$ cat src/rtl/pipe_ctrl_pkg.sv
// Shared types and encodings for the PIPE rate / receiver-detect controller.
// Used by pipe_rate_ctrl and its phystatus collector.
package pipe_ctrl_pkg;

   typedef enum logic [2:0] {
      IDLE,
      EIDLE,
      RATE,
      WAIT_PHY,
      DETECT,
      DONE
   } state_t;

   typedef enum logic {
      RATE_CHG = 1'b0,
      RX_DET   = 1'b1
   } op_t;

   typedef enum logic [1:0] {
      OK      = 2'd0,
      TIMEOUT = 2'd1,
      INVALID = 2'd2
   } status_t;

   localparam logic [1:0] GEN1 = 2'd0;
   localparam logic [1:0] GEN2 = 2'd1;
   localparam logic [1:0] GEN3 = 2'd2;
   localparam logic [1:0] GEN4 = 2'd3;

   localparam logic [2:0] RXSTATUS_DETECTED = 3'b011;

endpackage

$ cat src/rtl/pipe_phystatus_collect.sv
// Sticky per-lane phystatus collector; all_seen includes pulses arriving this cycle,
// so the controller can complete on the same edge the last lane reports.
module pipe_phystatus_collect #(
   parameter int NUM_LANES = 16
) (
   input  logic                 pclk,
   input  logic                 reset,
   input  logic                 clear,
   input  logic [NUM_LANES-1:0] mask,
   input  logic [NUM_LANES-1:0] phystatus,
   output logic                 all_seen
);

   logic [NUM_LANES-1:0] seen;
   logic [NUM_LANES-1:0] seen_nxt;

   assign seen_nxt = seen | (phystatus & mask);
   assign all_seen = (seen_nxt == mask);

   always_ff @(posedge pclk) begin
      if (reset || clear) begin
         seen <= '0;
      end else begin
         seen <= seen_nxt;
      end
   end

endmodule

$ cat src/rtl/pipe_rate_ctrl.sv
// PIPE rate-change / receiver-detect sequencer; one command at a time, req_ready only in IDLE.
// Optional handshake timeout enabled by defining PIPE_RATE_CTRL_TIMEOUT_EN.
module pipe_rate_ctrl
   import pipe_ctrl_pkg::*;
#(
   parameter int NUM_LANES      = 16,
   parameter int TIMEOUT_CYCLES = 1024
) (
   input  logic                   pclk,
   input  logic                   reset,
   input  logic                   req_valid,
   output logic                   req_ready,
   input  logic                   req_op,
   input  logic [1:0]             req_rate,
   input  logic [NUM_LANES-1:0]   lane_mask,
   output logic [1:0]             pipe_rate,
   output logic [NUM_LANES-1:0]   txelecidle,
   output logic [NUM_LANES-1:0]   txdetectrx,
   input  logic [NUM_LANES-1:0]   phystatus,
   input  logic [3*NUM_LANES-1:0] rxstatus,
   output logic                   done,
   output logic [1:0]             done_status,
   output logic [NUM_LANES-1:0]   rx_detected
);

   state_t               state, state_nxt;
   status_t              status_nxt;
   logic [NUM_LANES-1:0] lat_mask;
   logic [1:0]           lat_rate;
   logic [1:0]           saved_rate;
   logic [NUM_LANES-1:0] hit;
   logic                 all_seen;
   logic                 waiting;
   logic                 timeout_hit;

   assign waiting = (state == WAIT_PHY) || (state == DETECT);
   assign hit     = phystatus & lat_mask;

   pipe_phystatus_collect #(.NUM_LANES(NUM_LANES)) u_collect (
      .pclk      (pclk),
      .reset     (reset),
      .clear     (!waiting),
      .mask      (lat_mask),
      .phystatus (phystatus),
      .all_seen  (all_seen)
   );

`ifdef PIPE_RATE_CTRL_TIMEOUT_EN
   logic [15:0] timer;

   always_ff @(posedge pclk) begin
      if (reset || !waiting) begin
         timer <= '0;
      end else begin
         timer <= timer + 16'd1;
      end
   end

   assign timeout_hit = waiting && (timer == 16'(TIMEOUT_CYCLES - 1));
`else
   assign timeout_hit = 1'b0;
`endif

   always_ff @(posedge pclk) begin
      if (reset) begin
         state <= IDLE;
      end else begin
         state <= state_nxt;
      end
   end

   always_comb begin
      state_nxt  = state;
      status_nxt = status_t'(done_status);
      req_ready  = 1'b0;
      done       = 1'b0;
      case (state)
         IDLE: begin
            req_ready = 1'b1;
            if (req_valid) begin
               if (lane_mask == '0) begin
                  state_nxt  = DONE;
                  status_nxt = INVALID;
               end else if (op_t'(req_op) == RX_DET) begin
                  state_nxt = DETECT;
               end else if (req_rate == pipe_rate) begin
                  state_nxt  = DONE;
                  status_nxt = OK;
               end else begin
                  state_nxt = EIDLE;
               end
            end
         end
         EIDLE: state_nxt = RATE;
         RATE:  state_nxt = WAIT_PHY;
         WAIT_PHY, DETECT: begin
            // Completion wins over a timeout landing on the same edge.
            if (all_seen) begin
               state_nxt  = DONE;
               status_nxt = OK;
            end else if (timeout_hit) begin
               state_nxt  = DONE;
               status_nxt = TIMEOUT;
            end
         end
         DONE: begin
            done      = 1'b1;
            state_nxt = IDLE;
         end
         default: state_nxt = IDLE;
      endcase
   end

   always_ff @(posedge pclk) begin
      if (reset) begin
         pipe_rate   <= GEN1;
         txelecidle  <= '1;
         txdetectrx  <= '0;
         rx_detected <= '0;
         done_status <= OK;
         lat_mask    <= '0;
         lat_rate    <= GEN1;
         saved_rate  <= GEN1;
      end else begin
         done_status <= status_nxt;
         case (state)
            IDLE: begin
               if (req_valid) begin
                  lat_mask <= lane_mask;
                  lat_rate <= req_rate;
                  if ((lane_mask != '0) && (op_t'(req_op) == RX_DET)) begin
                     txelecidle <= lane_mask;
                     txdetectrx <= lane_mask;
                  end
               end
            end
            EIDLE: txelecidle <= lat_mask;
            RATE: begin
               saved_rate <= pipe_rate;
               pipe_rate  <= lat_rate;
            end
            WAIT_PHY: begin
               if (timeout_hit && !all_seen) begin
                  pipe_rate <= saved_rate;
               end
            end
            DETECT: begin
               for (int i = 0; i < NUM_LANES; i++) begin
                  if (hit[i]) begin
                     rx_detected[i] <= (rxstatus[3*i +: 3] == RXSTATUS_DETECTED);
                     txdetectrx[i]  <= 1'b0;
                  end
               end
               if (timeout_hit && !all_seen) begin
                  txdetectrx <= '0;
               end
            end
            default: ;
         endcase
      end
   end

endmodule

$ cat config.mk
export PLATFORM = sky130hd
export DESIGN_NAME = pipe_rate_ctrl
export DESIGN_NICKNAME = d
export VERILOG_FILES = /design/src/rtl/pipe_ctrl_pkg.sv /design/src/rtl/pipe_phystatus_collect.sv /design/src/rtl/pipe_rate_ctrl.sv
export SDC_FILE = /design/constraint.sdc
export NUM_CORES = 1
export LEC_CHECK = 0
export CORE_MARGIN = 4
export CORE_UTILIZATION = 42
export DETAILED_ROUTE_END_ITERATION = 7
export GPL_TIMING_DRIVEN = 0
export HOLD_SLACK_MARGIN = 0.15
export PLACE_DENSITY = 0.85
export SETUP_SLACK_MARGIN = 0.05
export SLEW_MARGIN = 20
export SYNTH_ARGS = -nofsm -noshare
export SYNTH_HDL_FRONTEND = slang
export SYNTH_SLANG_ARGS = --single-unit
$ cat constraint.sdc
create_clock -name pclk -period 1.7 [get_ports pclk]
set_input_delay 0.34 -clock pclk [delete_from_list [all_inputs] [get_ports pclk]]
set_output_delay 0.34 -clock pclk [all_outputs]
set_load 0.02 [all_outputs]
== Yosys cells after proc, flatten, opt, wreduce, memory -nomap -nowiden ==
Cells that the tools add are included.

* Register bits after elaboration: 89
* Output and inout bits: 54
* Input port bits: 86
* Word-level logic and storage cells: 166

* Equal/unequal tests: 44
* Bitwise logic cells: 2
* Mux-type cells: 34
* Reductions and logical operators: 47

{| class="wikitable"
|+ Operator list
! kind !! count
|-
| case mux 16 bit (2 select lines) || 2
|-
| AND reduction 4 bit || 16
|-
| == test 3 x 2 -> 1 bit, second input constant || 18
|-
| != test 2 bit, second input constant || 19
|-
| AND reduction 2 bit || 18
|-
| two-way mux 16 bit || 2
|-
| two-way mux 1 bit || 18
|-
| AND 16 bit || 1
|-
| == test 16 bit || 1
|-
| logical NOT 16 bit || 1
|-
| OR 16 bit || 1
|-
| nonzero test 16 bit || 1
|-
| two-way mux 3 bit || 5
|-
| case mux 3 bit (4 select lines) || 1
|-
| two-way mux 2 bit || 5
|-
| == test 3 bit, second input constant || 2
|-
| != test 3 bit, second input constant || 2
|-
| nonzero test 2 bit || 3
|-
| AND reduction 5 bit || 1
|-
| case mux 2 bit (2 select lines) || 1
|-
| == test 3 x 1 -> 1 bit, second input constant || 1
|-
| logical NOT 3 bit || 1
|-
| AND reduction 3 bit || 1
|-
| == test 2 bit || 1
|-
| 4 further kinds || 5
|}

== Depth between registers and ports, before layout ==
Gate-level depths: netlist (run 1).

* Depth after elaboration: 6
* Mapped depth: 8
* Depth with buffers taken out: 5

== Hierarchy ==
From an unflattened synthesis (run 1), not the netlist that was laid out.

* Cell total of the unflattened synthesis: 497
* Area total of the unflattened synthesis: 3833.7 um^2

{| class="wikitable"
|+ By module, submodules not included
! module !! area an instance (um^2) !! cells an instance !! sequential area each (um^2) !! instances
|-
| pipe_rate_ctrl || 3065.4 || 396 || 1441.4 || 1
|-
| pipe_phystatus_collect || 768.2 || 101 || 320.3 || 1
|}

== Worst setup path before layout (run 1) ==
No wires, ideal clock.

* Path type: reg-to-reg
* From: reg state[0]
* To: reg lat_mask[10]
* Cell stages (with the launch flop): 7
* Data arrival time: 1765 ps
* Required time: 1568 ps
* Setup time: 132 ps
* Slack: -197 ps
* Cell sequence: dfxtp_1 buf_2 nor3_1 nand2_1 clkbuf_1 nand2_1 a21oi_1

* Longest elaborated chain between the ends: 2

{| class="wikitable"
|+ Ends and longest elaborated chain
! what !! RTL line !! RTL
|-
| from (decl) || pipe_rate_ctrl.sv:26 || <nowiki>state_t state, state_nxt;</nowiki>
|-
| from (signal assigned) || pipe_rate_ctrl.sv:68 || <nowiki>state <= state_nxt;</nowiki>
|-
| logical NOT 3 bit || pipe_rate_ctrl.sv:126 || <nowiki>case (state)</nowiki>
|-
| AND reduction 2 bit (no line) || - ||
|-
| to (signal assigned) || pipe_rate_ctrl.sv:129 || <nowiki>lat_mask <= lane_mask;</nowiki>
|-
| to (decl) || pipe_rate_ctrl.sv:28 || <nowiki>logic [NUM_LANES-1:0] lat_mask;</nowiki>
|}

Every way passes these cells.
A chain may end at the register's enable or synchronous reset.

== Worst setup path after layout (run 1) ==
* From: reg u_collect.seen[15]
* To: reg done_status[1]

* Longest elaborated chain between the ends: 4

{| class="wikitable"
|+ Ends and longest elaborated chain
! what !! RTL line !! RTL
|-
| from (decl) || pipe_phystatus_collect.sv:14 || <nowiki>logic [NUM_LANES-1:0] seen;</nowiki>
|-
| from (signal assigned) || pipe_phystatus_collect.sv:24 || <nowiki>seen <= seen_nxt;</nowiki>
|-
| OR 16 bit || pipe_phystatus_collect.sv:17 || <nowiki>assign seen_nxt = seen | (phystatus & mask);</nowiki>
|-
| == test 16 bit || pipe_phystatus_collect.sv:18 || <nowiki>assign all_seen = (seen_nxt == mask);</nowiki>
|-
| != test 2 bit (no line) || - ||
|-
| AND reduction 5 bit (no line) || - ||
|-
| to (signal assigned) || pipe_rate_ctrl.sv:125 || <nowiki>done_status <= status_nxt;</nowiki>
|-
| to (decl) || pipe_rate_ctrl.sv:22 || <nowiki>output logic [1:0] done_status,</nowiki>
|}

Every way passes these cells.

==> results.ini, run 1 <==
[sta]
fin_setup_tns_ps = 0
clock_skew_ps = 12.4
period_share = 0.999
fmax_ghz = 0.589
grt_setup_unrepaired = yes
max_slew_margin = 0.658
hold_violations = 0
min_period_ps = 1700
drv_slew = 0
setup-violations-final = 0
worst_pin_slew_ps = 513

[synthesis]
synth-xor-area-share = 0.00621
synth_nets = 611
ys_seq_elements = 88
ys_types = 44
yosysSeqAreaShare = 0.416
synth_cells = 525
synth_fa_ha_area_frac = 0
synth.area.mux_share = 0.0683
synth.avg_cell_area_sq_um = 8.06
synth_compound_area_frac = 0.226
netlist_area_sq_mm = 0.00423
synthSimpleGateAreaFrac = 0.220
yosys_warnings = 0
synth_top_family_by_area = compound AO/OA/AOI/OAI gates

[hold_path]
whs_endpoint = lat_mask[13]$_SDFFE_PP0P_
worstHoldPathCells = 3
hp-start = lane_mask[13]
hp-class = input port to flip-flop

[clocking]
cts_made_buffers = 9
cts.sinks = 88
root_buffer = clkbuf_8
cts_tree = built
clk_pin_slew_ps = 90
clock_latency_ps = 360
cts_buffer_depth = 2
htreeDepth = 3

[outcome]
status = completed

[layout]
design_area_sq_mm = 0.00655
syn2layout_area_growth_pct = 54.6
drive_above_1_share = 0.231
fin_util = 0.670
final_nets = 791
n_antenna_cell = 0

[placed_design]
placed_cell_area_sq_mm = 0.00583
io_buffers = 137
finalWeightedCongestion = 0.946
post-dp-hpwl_mm = 11.1

[power]
p_leak_uw = 0.00267
power.density_mw_per_mm2 = 1370
peakVddDrop_uv = 627

[die]
start_util = 0.433
dieArea_sq_mm = 0.0118
core.rowCount = 36
core-area_sq_mm = 0.00977
die_w_microns = 108
ios = 140
dieHeight_microns = 108

[detailed_routing]
wl_met1_mm = 6.01
initialDrtViolationCount = 329
drc = 0
wl_met2_mm = 7.04
drt-pass1-iter-count = 5
dr_wl_met3_mm = 1.54
wl_mm = 15.1
num_vias = 4659
highest_layer = met4
via_per_inst = 5.53
drt-wirelength-per-cell_microns = 17.9
ant_nets = 0

[global_routing]
grt_pass1_wl_mm = 22.2
grt_start_max_net_pins = 14
overflow = 0
antenna_found_initial = 0
grt_pass1_vias = 4416
track_usage = 0.244

[worst_setup_path]
worstRegToRegCells = 6
startpoint_type = flip-flop
critPathRequiredTime_ps = 1930
r2r_start = u_collect.seen[15]$_SDFF_PP0_
reg2reg_to = done_status[1]$_SDFFE_PP0P_
reg2reg_setup_slack_ps = 2
path_class = flip-flop to flip-flop
worstPathMaxFanout = 2
crit_path_end_kind = flip-flop
worstPathArrival_ps = 1930

[job]
drv_cap = 0

-- state kept, by name, indices dropped and copies added, names as in the netlist, 2 cells and up --
name,count
state,3
rx_detected,16
txelecidle,16
u_collect.seen,16
pipe_rate,2
lat_mask,16
lat_rate,2
txdetectrx,16
-- critical path: stages (launching register included) --
cell and delay [ps]:
dfxtp_2 330, nor2b_4 130, a2111oi_4 380, nand4_1 170
buf_6 170, o31ai_4 270, a311oi_2 130
-- layout make-up --
cell class / count / area [sq um]
fill: 791 / 3230
multi-input combinational: 378 / 2470
sequential: 88 / 1790
timing repair buffer: 171 / 1560
buffer: 32 / 253
tap: 133 / 166
clock buffer: 12 / 135
inverter: 25 / 97.6
clock inverter: 3 / 67.6
-- worst max-delay path by stage --
stage / slack [ps] / endpoint / from
after detailed placement: -760 / txelecidle[7]$_SDFFE_PP1P_ / lane_mask[8]
after CTS: 10 / done / state[2]$_SDFFE_PP0P_
final: 2 / done_status[1]$_SDFFE_PP0P_ / u_collect.seen[15]$_SDFF_PP0_
after global placement: -720 / txdetectrx[9]$_SDFFE_PP0P_ / lane_mask[7]
after floorplan: 30 / done / state[2]$_SDFFE_PP0P_
after global routing: -40 / done_status[1]$_SDFFE_PP0P_ / u_collect.seen[3]$_SDFF_PP0_
-- cell usage after synthesis --
cell type,instances,area share
nor3b_1,12,0.021
buf_12,1,0.0047
inv_1,25,0.022
nor3_2,1,0.0024
a31oi_4,1,0.0050
xnor2_1,2,0.0041
o21a_1,1,0.0018
nand4_1,1,0.0015
buf_2,9,0.011
o32ai_1,15,0.031
a22oi_1,2,0.0035
dfxtp_1,88,0.42
o21ai_0,39,0.046
a21oi_1,70,0.083
o211ai_2,1,0.0030
buf_4,2,0.0035
a311oi_1,1,0.0021
conb_1,1,0.00089
o211ai_1,15,0.027
o31ai_1,2,0.0035
nand3_2,1,0.0024
a41oi_1,1,0.0021
clkbuf_1,21,0.019
or2_1,2,0.0030
nor2b_1,12,0.018
and3b_1,1,0.0021
nor4_1,3,0.0044
mux2i_1,12,0.028
o41ai_1,1,0.0021
nor4_2,4,0.012
or4_1,16,0.028
or2_0,1,0.0015
nor3_1,3,0.0035
xor2_1,1,0.0021
buf_6,1,0.0027
nor2_1,26,0.023
nand3_1,1,0.0012
nand2_1,105,0.093
a2111oi_0,4,0.0083
o21ai_1,1,0.0012
a41o_1,2,0.0047
mux2_2,15,0.040
o211a_1,1,0.0024
nand4_2,1,0.0030
-- cell usage in the layout, fill, tap and decap left out, types with 3 or more instances in the layout --
cell type,instances
nand2_1,102
dfxtp_1,70
a21oi_1,65
clkdlybuf4s50_1,62
dlygate4sd2_1,39
o21ai_0,37
buf_4,35
nor2_1,24
inv_1,23
dlymetal6s2s_1,18
buf_2,16
o211ai_1,15
mux2_2,15
o32ai_1,15
or4_1,14
dfxtp_2,14
nor3b_1,12
buf_6,10
nor2b_1,10
clkbuf_8,10
clkbuf_1,9
clkbuf_2,8
mux2i_2,6
a21oi_2,5
mux2i_1,5
nor4_4,4
dfxtp_4,4
o21ai_1,3
clkdlybuf4s15_2,3
-- cell families after synthesis --
logic type / Yosys count
other: 1
buffers and inverters: 59
muxes: 27
AOI/OAI and AO/OA: 157
xor gates and xnor gates: 3
DFF: 88
and+or+nand+nor: 190
-- repair_timing --
action	4_1_cts	5_1_grt
pin swaps	20	17
hold buffers	0	0
resized for setup	180	76
setup buffers	13	19
setup endpoints to repair	117	89
cloned	1	1
-- power breakdown --
| group | internal, uW | switching [uW] | leakage [uW] |
|---|---|---|---|
| Clock | 824 | 738 | 0.0000967 |
| Sequential | 2490 | 322 | 0.000726 |
| Combinational | 2020 | 2580 | 0.00184 |
-- routing by layer --
layer,vias up,track usage
met5,-,0
met4,0,0.112
met3,37,0.0824
met1,2169,0.293
met2,229,0.392
li1,2224,-
-- metrics by stage --
step           hold slack (ps)  worst slack [ps]  std cells  total power [uW]
3_5_place_dp               449              -760        795              6670
5_1_grt                    274             -41.7        842              9450
4_1_cts                    271              12.1        822              8480
3_3_place_gp               441              -715        795              6560
2_1_floorplan              432              31.2        525              5180
6_report                   286              1.68        842              8980
Power figures use the tool's default switching activity.
==> run 2, diff against run 1 <==
--- a/config.mk
+++ b/config.mk
@@ -5,12 +5,13 @@
 export SDC_FILE = /design/constraint.sdc
 export NUM_CORES = 1
 export LEC_CHECK = 0
+export CAP_MARGIN = 0
 export CORE_MARGIN = 4
-export CORE_UTILIZATION = 42
+export CORE_UTILIZATION = 50
 export DETAILED_ROUTE_END_ITERATION = 7
 export GPL_TIMING_DRIVEN = 0
 export HOLD_SLACK_MARGIN = 0.15
-export PLACE_DENSITY = 0.85
+export PLACE_DENSITY = 0.94
 export SETUP_SLACK_MARGIN = 0.05
 export SLEW_MARGIN = 20
 export SYNTH_ARGS = -nofsm -noshare
==> constraint.sdc (replaced) <==
create_clock -name pclk -period 2.01 [get_ports pclk]
set_input_delay 0.402 -clock pclk [delete_from_list [all_inputs] [get_ports pclk]]
set_output_delay 0.402 -clock pclk [all_outputs]
set_load 0.02 [all_outputs]
==> results.ini, run 2 (synthesis gave the netlist of run 1 again) <==
[layout]
drive_above_1_share = 0.109
fill_cells = 666
most-common-layout-cells = clkdlybuf4s50_1 (119), nand2_1 (105), dfxtp_1 (86)
final_nets = 766
design_area_sq_mm = 0.00607
syn2layout_area_growth_pct = 43.4
layout_commonest_cell = clkdlybuf4s50_1
n_antenna_cell = 0

[global_routing]
track_usage = 0.289
grt_start_max_net_pins = 17
grt_pass1_wl_mm = 22.7
antenna_found_initial = 0
grt_pass1_vias = 4493
overflow = 0

[detailed_routing]
ant_nets = 0
drt-wirelength-per-cell_microns = 18.4
drt-pass1-iter-count = 5
wl_mm = 14.6
initialDrtViolationCount = 315
num_vias = 4607
via_per_inst = 5.83
drc = 0

[sta]
setup_ws_ps = 73.4
period_share = 0.963
hold_violations = 0
drv_slew = 0
setup-violations-final = 0
hold_slack_ps = 469
min_period_ps = 1940
worst_pin_slew_ps = 595
max_slew_margin = 0.602
grt_setup_unrepaired = no
fmax_ghz = 0.516
fin_setup_tns_ps = 0
clock_skew_ps = 11.0

[job]
drv_cap = 0

[placed_design]
placed_cell_area_sq_mm = 0.00574
dp_worst_setup_slack_ps = -711
post-dp-hpwl_mm = 11.2
finalWeightedCongestion = 0.922
io_buffers = 137

[hold_path]
worstHoldPathCells = 2
hp-class = flip-flop to flip-flop
whs_endpoint = lat_rate[0]$_SDFFE_PP0P_
hp-start = lat_rate[0]$_SDFFE_PP0P_

[die]
start_util = 0.515
ios = 140
dieArea_sq_mm = 0.0100
dieHeight_microns = 100
die_w_microns = 100
core-area_sq_mm = 0.00822
core.rowCount = 33

[worst_setup_path]
critPathRequiredTime_ps = 2260
worstPathMaxFanout = 10
reg2reg_setup_slack_ps = 150
crit_path_end_kind = flip-flop
path_class = input port to flip-flop
worstPathArrival_ps = 2180
r2r_start = state[0]$_SDFFE_PP0P_
reg2reg_to = lat_mask[5]$_SDFFE_PP0P_
startpoint_type = input port
worstRegToRegCells = 8

[clocking]
cts_tree = built
root_buffer = clkbuf_8
clock_latency_ps = 360
cts_buffer_depth = 2
cts_made_buffers = 9
cts-hold-fix-buffers = 0
cts.sinks = 88
htreeDepth = 3
clk_pin_slew_ps = 100

[power]
power.density_mw_per_mm2 = 1150
p_leak_uw = 0.00220
peakVddDrop_uv = 562
power.total_uw = 7000

[outcome]
status = completed

==> run 2: cell count changes in the layout (fill, tap and decap cells not counted), sizes merged <==
cell and change:
dlymetal6s2s -18, inv +4, clkinv +3, buf -41, clkdlybuf4s50 +57, clkdlybuf4s15 -3, dlygate4sd2 -22, clkinvlp -2
bufinv -2
==> run 2: stage by stage <==
| stage | instances | util |
|---|---|---|
| finish | 790 | 0.739 |
| global route | 790 | 0.739 |
| global placement | 767 | 0.698 |
| detailed placement | 767 | 0.698 |
| CTS | 784 | 0.731 |
| floorplan | 525 | - |
==> run 2: cell type report <==
type / count / area [sq um] / share of cell area
Inverter: 25 / 93.8 / 0.0155
Multi-Input combinational cell: 378 / 2300 / 0.379
Sequential cell: 88 / 1770 / 0.291
Buffer: 31 / 170 / 0.0280
Timing Repair Buffer: 147 / 1420 / 0.234
Clock buffer: 10 / 138 / 0.0227
Tap cell: 105 / 131 / 0.0216
Clock inverter: 6 / 51.3 / 0.00845
==> run 2: where the power goes <==
group | internal, uW | leakage [uW] | switching (uW)
clock network | 504 | 0.0000992 | 692
logic | 1450 | 0.00138 | 2000
registers | 2090 | 0.000719 | 273
==> run 2: worst max path at each step <==
stage,from,endpoint,slack (ps),cells past startpoint
after floorplan,state[0]$_SDFFE_PP0P_,lat_mask[10]$_SDFFE_PP0P_,110,6
after global placement,lane_mask[7],txdetectrx[4]$_SDFFE_PP0P_,-640,7
after detailed placement,lane_mask[7],txdetectrx[5]$_SDFFE_PP0P_,-710,7
after CTS,state[1]$_SDFFE_PP0P_,lat_mask[5]$_SDFFE_PP0P_,70,7
after global routing,lane_mask[0],txdetectrx[5]$_SDFFE_PP0P_,50,7
final,lane_mask[0],txdetectrx[5]$_SDFFE_PP0P_,70,7
==> run 2: layer usage <==
layer	wire length (microns)	GRT usage	vias to the layer above
li1	-	-	2170
met1	5660	0.358	2153
met2	7160	0.506	259
met3	1440	0.0625	25
met4	296	0.0850	0
met5	0	0	-
==> run 2: worst max-delay path, stage by stage <==
cell           delay, ps
dlygate4sd2_1        320
nor4_4               400
nand4_4              190
nand3_4              180
buf_6                170
mux2_2               350
o32ai_1              160
==> run 2: what timing repair did <==
action,4_1_cts,5_1_grt
endpoints found under the setup margin,57,48
resized for setup,39,10
pin swaps,5,5
setup buffers,3,7
==> run 3, diff against run 2 <==
--- a/config.mk
+++ b/config.mk
@@ -6,7 +6,6 @@
 export NUM_CORES = 1
 export LEC_CHECK = 0
 export CAP_MARGIN = 0
-export CORE_MARGIN = 4
 export CORE_UTILIZATION = 50
 export DETAILED_ROUTE_END_ITERATION = 7
 export GPL_TIMING_DRIVEN = 0
==> results.ini, run 3 (synthesis gave the netlist of run 1 again) <==
[clocking]
cts-hold-fix-buffers = 0
clk_pin_slew_ps = 80
htreeDepth = 3
root_buffer = clkbuf_8
cts_made_buffers = 9
cts_buffer_depth = 2
clock_latency_ps = 360
cts.sinks = 88
cts_tree = built

[worst_setup_path]
slowest_delay_ps = 420
startpoint_type = flip-flop
worstPathArrival_ps = 1510
cp_slowest_cell = dfxtp_4
crit_path_end_kind = output port
path_class = flip-flop to output port
critPathRequiredTime_ps = 1610
worstPathMaxFanout = 10
cp_cell_sequence = buf_6 -> clkinvlp_4 -> nor3_4 -> buf_2

[detailed_routing]
via_per_inst = 5.93
drc = 0
drt-pass1-iter-count = 6
drt-wirelength-per-cell_microns = 18.2
num_vias = 4685
initialDrtViolationCount = 329
wl_mm = 14.4
ant_nets = 0

[layout]
multi_input_comb_area_sq_mm = 0.00230
final_nets = 766
design_area_sq_mm = 0.00609
drive_above_1_share = 0.112
n_antenna_cell = 0
syn2layout_area_growth_pct = 43.8
seq_area_sq_mm = 0.00177
fin_util = 0.741
most-common-layout-cells = clkdlybuf4s50_1 (119), nand2_1 (104), dfxtp_1 (86)
layout_commonest_cell = clkdlybuf4s50_1
fill_cells = 634

[sta]
worst_pin_slew_ps = 596
grt_setup_unrepaired = no
drv_slew = 0
hold_violations = 0
fin_setup_tns_ps = 0
max_slew_margin = 0.603
period_share = 0.951
setup-violations-final = 0
clock_skew_ps = 10.5
fmax_ghz = 0.523
min_period_ps = 1910

[power]
p_clk_frac = 0.188
p_seq_frac = 0.329
p_comb_frac = 0.482
internal-power_uw = 4220
peakVddDrop_uv = 590
switchingPower_uw = 2930
p_leak_uw = 0.00220
p_sw_frac = 0.410
power.density_mw_per_mm2 = 1180

[placed_design]
io_buffers = 137
placed_cell_area_sq_mm = 0.00574
post-dp-hpwl_mm = 10.7
finalWeightedCongestion = 0.940

[job]
drv_cap = 0

[global_routing]
grt_start_max_net_pins = 17
track_usage = 0.332
grt_pass1_vias = 4625
overflow = 0
antenna_found_initial = 0
grt_pass1_wl_mm = 22.4

[die]
start_util = 0.515
dieArea_sq_mm = 0.00884
die_w_microns = 94.0
core-area_sq_mm = 0.00822
core.rowCount = 33
ios = 140
dieHeight_microns = 94.0

[outcome]
status = completed

[hold_path]
hp-class = input port to flip-flop

run 3: cell count changes in the layout (fill, tap and decap cells not counted), sizes merged:
cell,before,now
dlygate4sd2,17,13
bufinv,0,2
clkinvlp,0,2
clkinv,3,2
inv,28,24
clkbuf,28,33
run 3: metal layers:
layer	track usage	part of all wire
met1	0.394	0.39
met4	0.153	0.038
met2	0.580	0.49
met3	0.0583	0.085
met5	0	0
run 3: cell type report:
| type | count | share of cell area |
|---|---|---|
| multi-input combinational | 378 | 0.378 |
| timing repair buffer | 147 | 0.231 |
| inverter | 25 | 0.0160 |
| sequential | 88 | 0.290 |
| clock inverter | 5 | 0.0134 |
| buffer | 31 | 0.0288 |
| clock buffer | 11 | 0.0216 |
| tap | 105 | 0.0216 |
run 3: timing repair:
item                                    CTS  global route
pin swaps                                 6             6
buffers inserted                          3             7
resized for setup                        34            26
endpoints found under the setup margin   57            54
run 3: power groups by stage:
stage | logic (uW) | clock network [uW] | registers (uW)
floorplan | 1800 | 0 | 2560
global placement | 3190 | 0 | 2320
detailed placement | 3270 | 0 | 2340
CTS | 3300 | 1340 | 2320
global route | 3740 | 1430 | 2400
finish | 3450 | 1350 | 2360
run 3: path summary, 6_finish.rpt:
| check | start | to | slack, ps | cells after the start |
|---|---|---|---|---|
| min reg2reg | lat_rate[0]$_SDFFE_PP0P_ | pipe_rate[0]$_SDFFE_PP0P_ | 460 | 2 |
| min | lane_mask[2] | lat_mask[2]$_SDFFE_PP0P_ | 370 | 3 |
| max reg2reg | lat_mask[11]$_SDFFE_PP0P_ | state[0]$_SDFFE_PP0P_ | 120 | 5 |
| max | state[2]$_SDFFE_PP0P_ | done | 100 | 4 |
run 3: metrics by stage:
step	worst slack, ps	power, uW	hold WS (ps)	instances
final	97.5	7160	367	790
after global routing	23.8	7570	375	790
after CTS	-65.9	6960	468	784
after detailed placement	-691	5620	456	767
after global placement	-649	5510	442	767
after floorplan	113	4360	432	525
run 3: worst max-delay path, delay by kind of cell (launching register included):
kind                   cells  cell delay [ps]
flip-flops                 1              420
buffers and inverters      3              540
AND/OR/NAND/NOR            1              200
